File: config.mk
export PLATFORM = sky130hd
export DESIGN_NAME = seg_scan_driver_flat
export DESIGN_NICKNAME = d
export VERILOG_FILES = /design/src/rtl/seg_scan_pkg.sv /design/src/rtl/seg_scan_driver_if.sv /design/src/rtl/seg_scan_prescaler.sv /design/src/rtl/seg_scan_driver.sv /design/src/flat_wrapper.sv
export SDC_FILE = /design/constraint.sdc
export NUM_CORES = 1
export LEC_CHECK = 0
export ABC_AREA = 1
export CORE_ASPECT_RATIO = 0.7
export CORE_UTILIZATION = 40
export CTS_BUF_LIST = sky130_fd_sc_hd__clkbuf_8
export DETAILED_ROUTE_END_ITERATION = 7
export PLACE_DENSITY = 0.73
export SETUP_SLACK_MARGIN = 0.1
export SLEW_MARGIN = 10
export SYNTH_ARGS = -nofsm -noshare
export SYNTH_HDL_FRONTEND = slang
export SYNTH_SLANG_ARGS = --single-unit
File: constraint.sdc
create_clock -name clk -period 1.72 [get_ports clk]
set_input_delay 0.258 -clock clk [delete_from_list [all_inputs] [get_ports clk]]
set_output_delay 0.258 -clock clk [all_outputs]
set_load 0.02 [all_outputs]
File: src/rtl/seg_scan_pkg.sv
// Shared constants and FSM state type for the multiplexed seven-segment scan driver.
package seg_scan_pkg;

    localparam logic [1:0] ADDR_CTRL   = 2'd0;
    localparam logic [1:0] ADDR_BRIGHT = 2'd1;
    localparam logic [1:0] ADDR_DIV    = 2'd2;

    localparam logic [6:0] SEG_BLANK = 7'h7F;
    localparam int         PHASES    = 16;

    typedef enum logic [1:0] {
        OFF,
        DRIVE,
        GUARD
    } scan_state_e;

endpackage

File: src/rtl/seg_scan_driver_if.sv
// Write-only Avalon-MM configuration bus of the scan driver.
interface seg_scan_driver_if;

    logic [1:0]  address;
    logic        write;
    logic [31:0] writedata;
    logic        chipselect;

    modport master (
        output address,
        output write,
        output writedata,
        output chipselect
    );

    modport slave (
        input address,
        input write,
        input writedata,
        input chipselect
    );

endinterface

File: src/rtl/seg_scan_prescaler.sv
// Refresh prescaler: counts down from the divider and emits a 1-cycle tick at zero.
module seg_scan_prescaler #(
    parameter int               DIV_W       = 16,
    parameter logic [DIV_W-1:0] DEFAULT_DIV = '0
) (
    input  logic             clk,
    input  logic             reset_n,
    input  logic             run,
    input  logic [DIV_W-1:0] divider,
    output logic             tick
);

    logic [DIV_W-1:0] count;

    assign tick = run && (count == '0);

    // The divider is only sampled on reload, so a new value never cuts a period short.
    always_ff @(posedge clk) begin
        if (!reset_n) begin
            count <= DEFAULT_DIV;
        end else if (!run || tick) begin
            count <= divider;
        end else begin
            count <= count - 1'b1;
        end
    end

endmodule

File: src/rtl/seg_scan_driver.sv
// Two-digit time-multiplexed seven-segment driver with programmable refresh and brightness.
module seg_scan_driver
    import seg_scan_pkg::*;
#(
    parameter int               DIV_W          = 16,
    parameter logic [DIV_W-1:0] DEFAULT_DIV    = DIV_W'(2499),
    parameter logic [3:0]       DEFAULT_BRIGHT = 4'd15
) (
    input  logic              clk,
    input  logic              reset_n,
    seg_scan_driver_if.slave  bus,
    input  logic [6:0]        segs0,
    input  logic [6:0]        segs1,
    output logic [6:0]        seg_out,
    output logic [1:0]        dig_en_n
);

    logic             enable;
    logic [3:0]       brightness;
    logic [DIV_W-1:0] divider;

    logic wr_en;
    logic ctrl_wr;
    logic stop;

    assign wr_en   = bus.chipselect && bus.write;
    assign ctrl_wr = wr_en && (bus.address == ADDR_CTRL);
    // A disable write stops the scan at its own edge; an enable write is seen one edge later.
    assign stop    = !enable || (ctrl_wr && !bus.writedata[0]);

    logic unused_wdata;
    assign unused_wdata = &{1'b0, bus.writedata[31:DIV_W]};

    always_ff @(posedge clk) begin
        if (!reset_n) begin
            enable     <= 1'b1;
            brightness <= DEFAULT_BRIGHT;
            divider    <= DEFAULT_DIV;
        end else if (wr_en) begin
            case (bus.address)
                ADDR_CTRL:   enable     <= bus.writedata[0];
                ADDR_BRIGHT: brightness <= bus.writedata[3:0];
                ADDR_DIV:    divider    <= bus.writedata[DIV_W-1:0];
                default:     ;
            endcase
        end
    end

    scan_state_e state, state_nxt;
    logic [3:0]  phase;
    logic        digit;
    logic [6:0]  pattern;
    logic        run;
    logic        tick;

    assign run = (state != OFF) && !stop;

    seg_scan_prescaler #(
        .DIV_W       (DIV_W),
        .DEFAULT_DIV (DEFAULT_DIV)
    ) u_prescaler (
        .clk     (clk),
        .reset_n (reset_n),
        .run     (run),
        .divider (divider),
        .tick    (tick)
    );

    always_ff @(posedge clk) begin
        if (!reset_n) begin
            state <= OFF;
        end else begin
            state <= state_nxt;
        end
    end

    // Phase is held at 0 while OFF, so leaving OFF picks GUARD exactly when brightness is 0.
    always_comb begin
        state_nxt = state;
        if (stop) begin
            state_nxt = OFF;
        end else if (phase < brightness) begin
            state_nxt = DRIVE;
        end else begin
            state_nxt = GUARD;
        end
    end

    always_ff @(posedge clk) begin
        if (!reset_n || !run) begin
            phase <= '0;
            digit <= 1'b0;
        end else if (tick) begin
            phase <= phase + 1'b1;
            if (phase == 4'(PHASES - 1)) begin
                digit <= ~digit;
            end
        end
    end

    // Pattern is captured once per slot, as the slot's phase 0 begins.
    always_ff @(posedge clk) begin
        if (!reset_n) begin
            pattern <= SEG_BLANK;
        end else if (state == OFF && !stop) begin
            pattern <= segs0;
        end else if (run && tick && phase == 4'(PHASES - 1)) begin
            pattern <= digit ? segs0 : segs1;
        end
    end

    always_ff @(posedge clk) begin
        if (!reset_n) begin
            seg_out  <= SEG_BLANK;
            dig_en_n <= 2'b11;
        end else if (state == DRIVE) begin
            seg_out  <= pattern;
            dig_en_n <= digit ? 2'b01 : 2'b10;
        end else begin
            seg_out  <= SEG_BLANK;
            dig_en_n <= 2'b11;
        end
    end

endmodule

File: src/flat_wrapper.sv
// flat-port wrapper written by rule: the top's interface ports become plain ports
module seg_scan_driver_flat import seg_scan_pkg::*;
#(
    parameter int               DIV_W          = 16,
    parameter logic [DIV_W-1:0] DEFAULT_DIV    = DIV_W'(2499),
    parameter logic [3:0]       DEFAULT_BRIGHT = 4'd15
)
  (clk, reset_n, segs0, segs1, seg_out, dig_en_n, bus_address, bus_write, bus_writedata, bus_chipselect);
  seg_scan_driver_if bus_i ();
  input  logic clk;
  input  logic reset_n;
  input  logic [6:0] segs0;
  input  logic [6:0] segs1;
  output logic [6:0] seg_out;
  output logic [1:0] dig_en_n;
  input wire logic [$bits(bus_i.address)-1:0] bus_address;
  input wire logic [$bits(bus_i.write)-1:0] bus_write;
  input wire logic [$bits(bus_i.writedata)-1:0] bus_writedata;
  input wire logic [$bits(bus_i.chipselect)-1:0] bus_chipselect;
  assign bus_i.address = bus_address;
  assign bus_i.write = bus_write;
  assign bus_i.writedata = bus_writedata;
  assign bus_i.chipselect = bus_chipselect;
  seg_scan_driver #(.DIV_W(DIV_W), .DEFAULT_DIV(DEFAULT_DIV), .DEFAULT_BRIGHT(DEFAULT_BRIGHT)) u_core (.clk(clk), .reset_n(reset_n), .bus(bus_i), .segs0(segs0), .segs1(segs1), .seg_out(seg_out), .dig_en_n(dig_en_n));
endmodule
==> flow_summary.yaml, run 1 <==
outcome:
  outcome: "finished clean"
die:
  dieHeight_um: 71.7
  start_util: 0.413
  dieArea_sq_um: 7290
  rows: 25
  ios: 61
  fp.dieW_um: 102
  coreArea_sq_um: 6730
synthesis:
  synthArstFlopShare: 0
  syn_avg_cell_area_sq_um: 7.14
  ys_ff_latch: 60
  yosys-top-cells-area: "dfxtp_1, nand2_1, nor2_1"
  synth_cell_types: 30
  ys.flop_type: "dfxtp_1"
  synth_top_area_share: 0.432
  netlist_area_sq_um: 2780
  ys_warn_count: 0
  syn_inst: 389
  synth_edf_count: 0
  synth_fp_nets: 446
  yosysTopAreaCell: "dfxtp_1"
  ys_seq_area_frac: 0.432
finish:
  fill_cells: 662
  final_cell_mix: "nand2_1, dfxtp_1, nor2_1"
  area_growth_pct: 30.0
  utilization: 0.537
  final_common_cell: "nand2_1"
  nets: 510
  antennaDiodeCount: 0
  drive_above_1_share: 0.135
detailed_routing:
  via_per_inst: 4.58
  drt-total-wl_mm: 6.05
  dr.pass1.iters: 4
  drc: 0
  dr_total_vias: 2529
  routedWlPerCell_um: 11.0
  drtIter0Drc: 157
  postRouteAntennaNets: 0
timing:
  max_slew.worst_pin.slew_ns: 0.361
  maxSlewHeadroom: 0.757
  setup_viol: 0
  fin_crit_ns: 1.52
  timing.final.ws_setup_ns: 0.201
  fin_skew_ns: 0.00685
  fmax_mhz: 658
  grt_setup_unrepaired: "yes"
  finalMaxSlewViolations: 0
  fin_crit_sh: 0.883
  hold_viol: 0
cts:
  clockBufferDepth: 2
  cts_tree: "done"
  clockRootBuffer: "clkbuf_8"
  ctsHoldBuffers: 0
  cts.sinks: 60
  htree_levels: 3
  clk_latency_ns: 0.35
  path_clk_slew_ns: 0.07
  cts_buffers: 9
worst_setup_path:
  crit_path_end_kind: "output pin"
  required_ns: 1.46
  worstSetupPathType: "register to output pin"
  critPathMaxFanout: 1
  crit_slowest_cell: "clkdlybuf4s50_1"
  crit_family: "buffers and inverters"
  timing.critical_path.cells: "clkdlybuf4s50_1"
  max_stage_delay_ns: 0.61
  critPathBufInv: 1
  cp.arrival_ns: 1.26
  worst_setup_path_start_kind: "register"
grt:
  use_met3: 0.0751
  grt_pass1_wl_mm: 10.4
  grt_pass1_vias: 2317
  gr-usage-all-layers: 0.186
  grt-busiest-layer: "met2"
  overflow: 0
  globalRouteMet1Util: 0.257
  grt_max_degree: 21
  antenna_found_initial: 0
  grtUsageMet2: 0.264
power_and_ir_drop:
  swShare: 0.280
  p_switching_w: 0.000853
  seqPwrFrac: 0.493
  combPwrFrac: 0.138
  leakage_nw: 1.66
  p_int_w: 0.00219
  power.density_nw_per_um2: 842
  pwr-share-clk: 0.369
  worst_ir_drop_vdd_mv: 0.494
placed_design:
  io_buffers: 44
  dp_hpwl_mm: 4.41
  gp_congestion: 0.869
  place_ws_ns: -0.0201
min_path:
  min_path_type: "register to register"
flow_run:
  maxCapViolCount: 0
## synth_stat cells, types with 6 or more instances
master      n
o21ai_0    18
dfxtp_1    60
nand2_2     6
clkbuf_1    6
nand2_1   110
nand3_1    35
inv_1      28
a21oi_1    15
nor2_1     54
inv_2       6
## power by group through the flow
| stage | clock, W | sequential, W | combinational (W) |
|---|---|---|---|
| 2_1_floorplan | 0 | 0.00153 | 0.000238 |
| 3_3_place_gp | 0 | 0.00153 | 0.000404 |
| 3_5_place_dp | 0 | 0.00153 | 0.000411 |
| 4_1_cts | 0.00115 | 0.00150 | 0.000413 |
| 5_1_grt | 0.00122 | 0.00151 | 0.000474 |
| 6_report | 0.00112 | 0.00150 | 0.000420 |
## layout make-up
class                      instances  area [sq um]  share of cell area
timing repair buffer              64           594               0.165
multi-input combinational        282          1380               0.383
inverter                          36           138              0.0381
clock inverter                     7          52.6              0.0146
clock buffer                       9           124              0.0343
sequential                        60          1200               0.333
tap                               94           118              0.0326
## final timing paths
check	start	to	slack, ns	depth (start not counted)
min	u_core.pattern[2]	u_core.seg_out[2]	0.44	2
max reg2reg	u_core.u_prescaler.count[0]	u_core.phase[3]	0.22	9
min reg2reg	u_core.pattern[2]	u_core.seg_out[2]	0.44	2
max	u_core.dig_en_n[0]	dig_en_n[0]	0.20	1
## flip-flops by register name (all words and copies together), names as in the netlist
| register | flops |
|---|---|
| u_core.pattern | 7 |
| u_core.state | 2 |
| u_core.u_prescaler.count | 16 |
| u_core.digit | 1 |
| u_core.phase | 4 |
| u_core.seg_out | 7 |
| u_core.enable | 1 |
| u_core.divider | 16 |
| u_core.dig_en_n | 2 |
| u_core.brightness | 4 |
## metal layers
| metal | wire length, um | up-vias |
|---|---|---|
| li1 | - | 1358 |
| met1 | 3000 | 1085 |
| met2 | 2440 | 78 |
| met3 | 545 | 8 |
| met4 | 64 | 0 |
| met5 | 0 | - |
## per-stage QoR
step	std cells	setup TNS (ns)	cell area, sq um	hold slack, ns	total power, W
2_1_floorplan	389	0	2780	0.384	0.00177
3_3_place_gp	535	0	3410	0.426	0.00193
6_report	552	0	3610	0.436	0.00304
3_5_place_dp	535	-0.0280	3410	0.434	0.00194
5_1_grt	552	0	3610	0.468	0.00320
4_1_cts	551	0	3580	0.441	0.00306
## worst reg2reg max path: cells and delay by family (launching register included)
kind	cells	cell delay [ns]
buf+inv	2	0.26
simple gates	5	0.54
fa+ha+maj	1	0.17
compound gates	1	0.14
flops	1	0.31
## what timing repair did
item,in CTS,in global routing
buffers inserted,0,1
resized for setup,0,5
setup endpoints to repair,0,25
## cell families after synthesis
logic type	synth area share
buffers and inverters	0.0739
adders and majority gates	0.0225
DFF	0.432
and+or+nand+nor	0.358
xor gates and xnor gates	0.0284
AOI/OAI and AO/OA	0.0851
Power figures use the tool's default switching activity.
==> inputs of run 2 (changes only) <==
Settings changed: CTS_CLUSTER_SIZE set to 24, SLEW_MARGIN 10 to not set.
==> results of run 2 <==
Final layout, timing and power as in run 1 (identical DEF).
==> inputs of run 3 (changes only) <==
Settings changed: SKIP_CTS_REPAIR_TIMING set to 1.
==> results of run 3 <==
Final layout, timing and power as in run 1 (identical DEF).
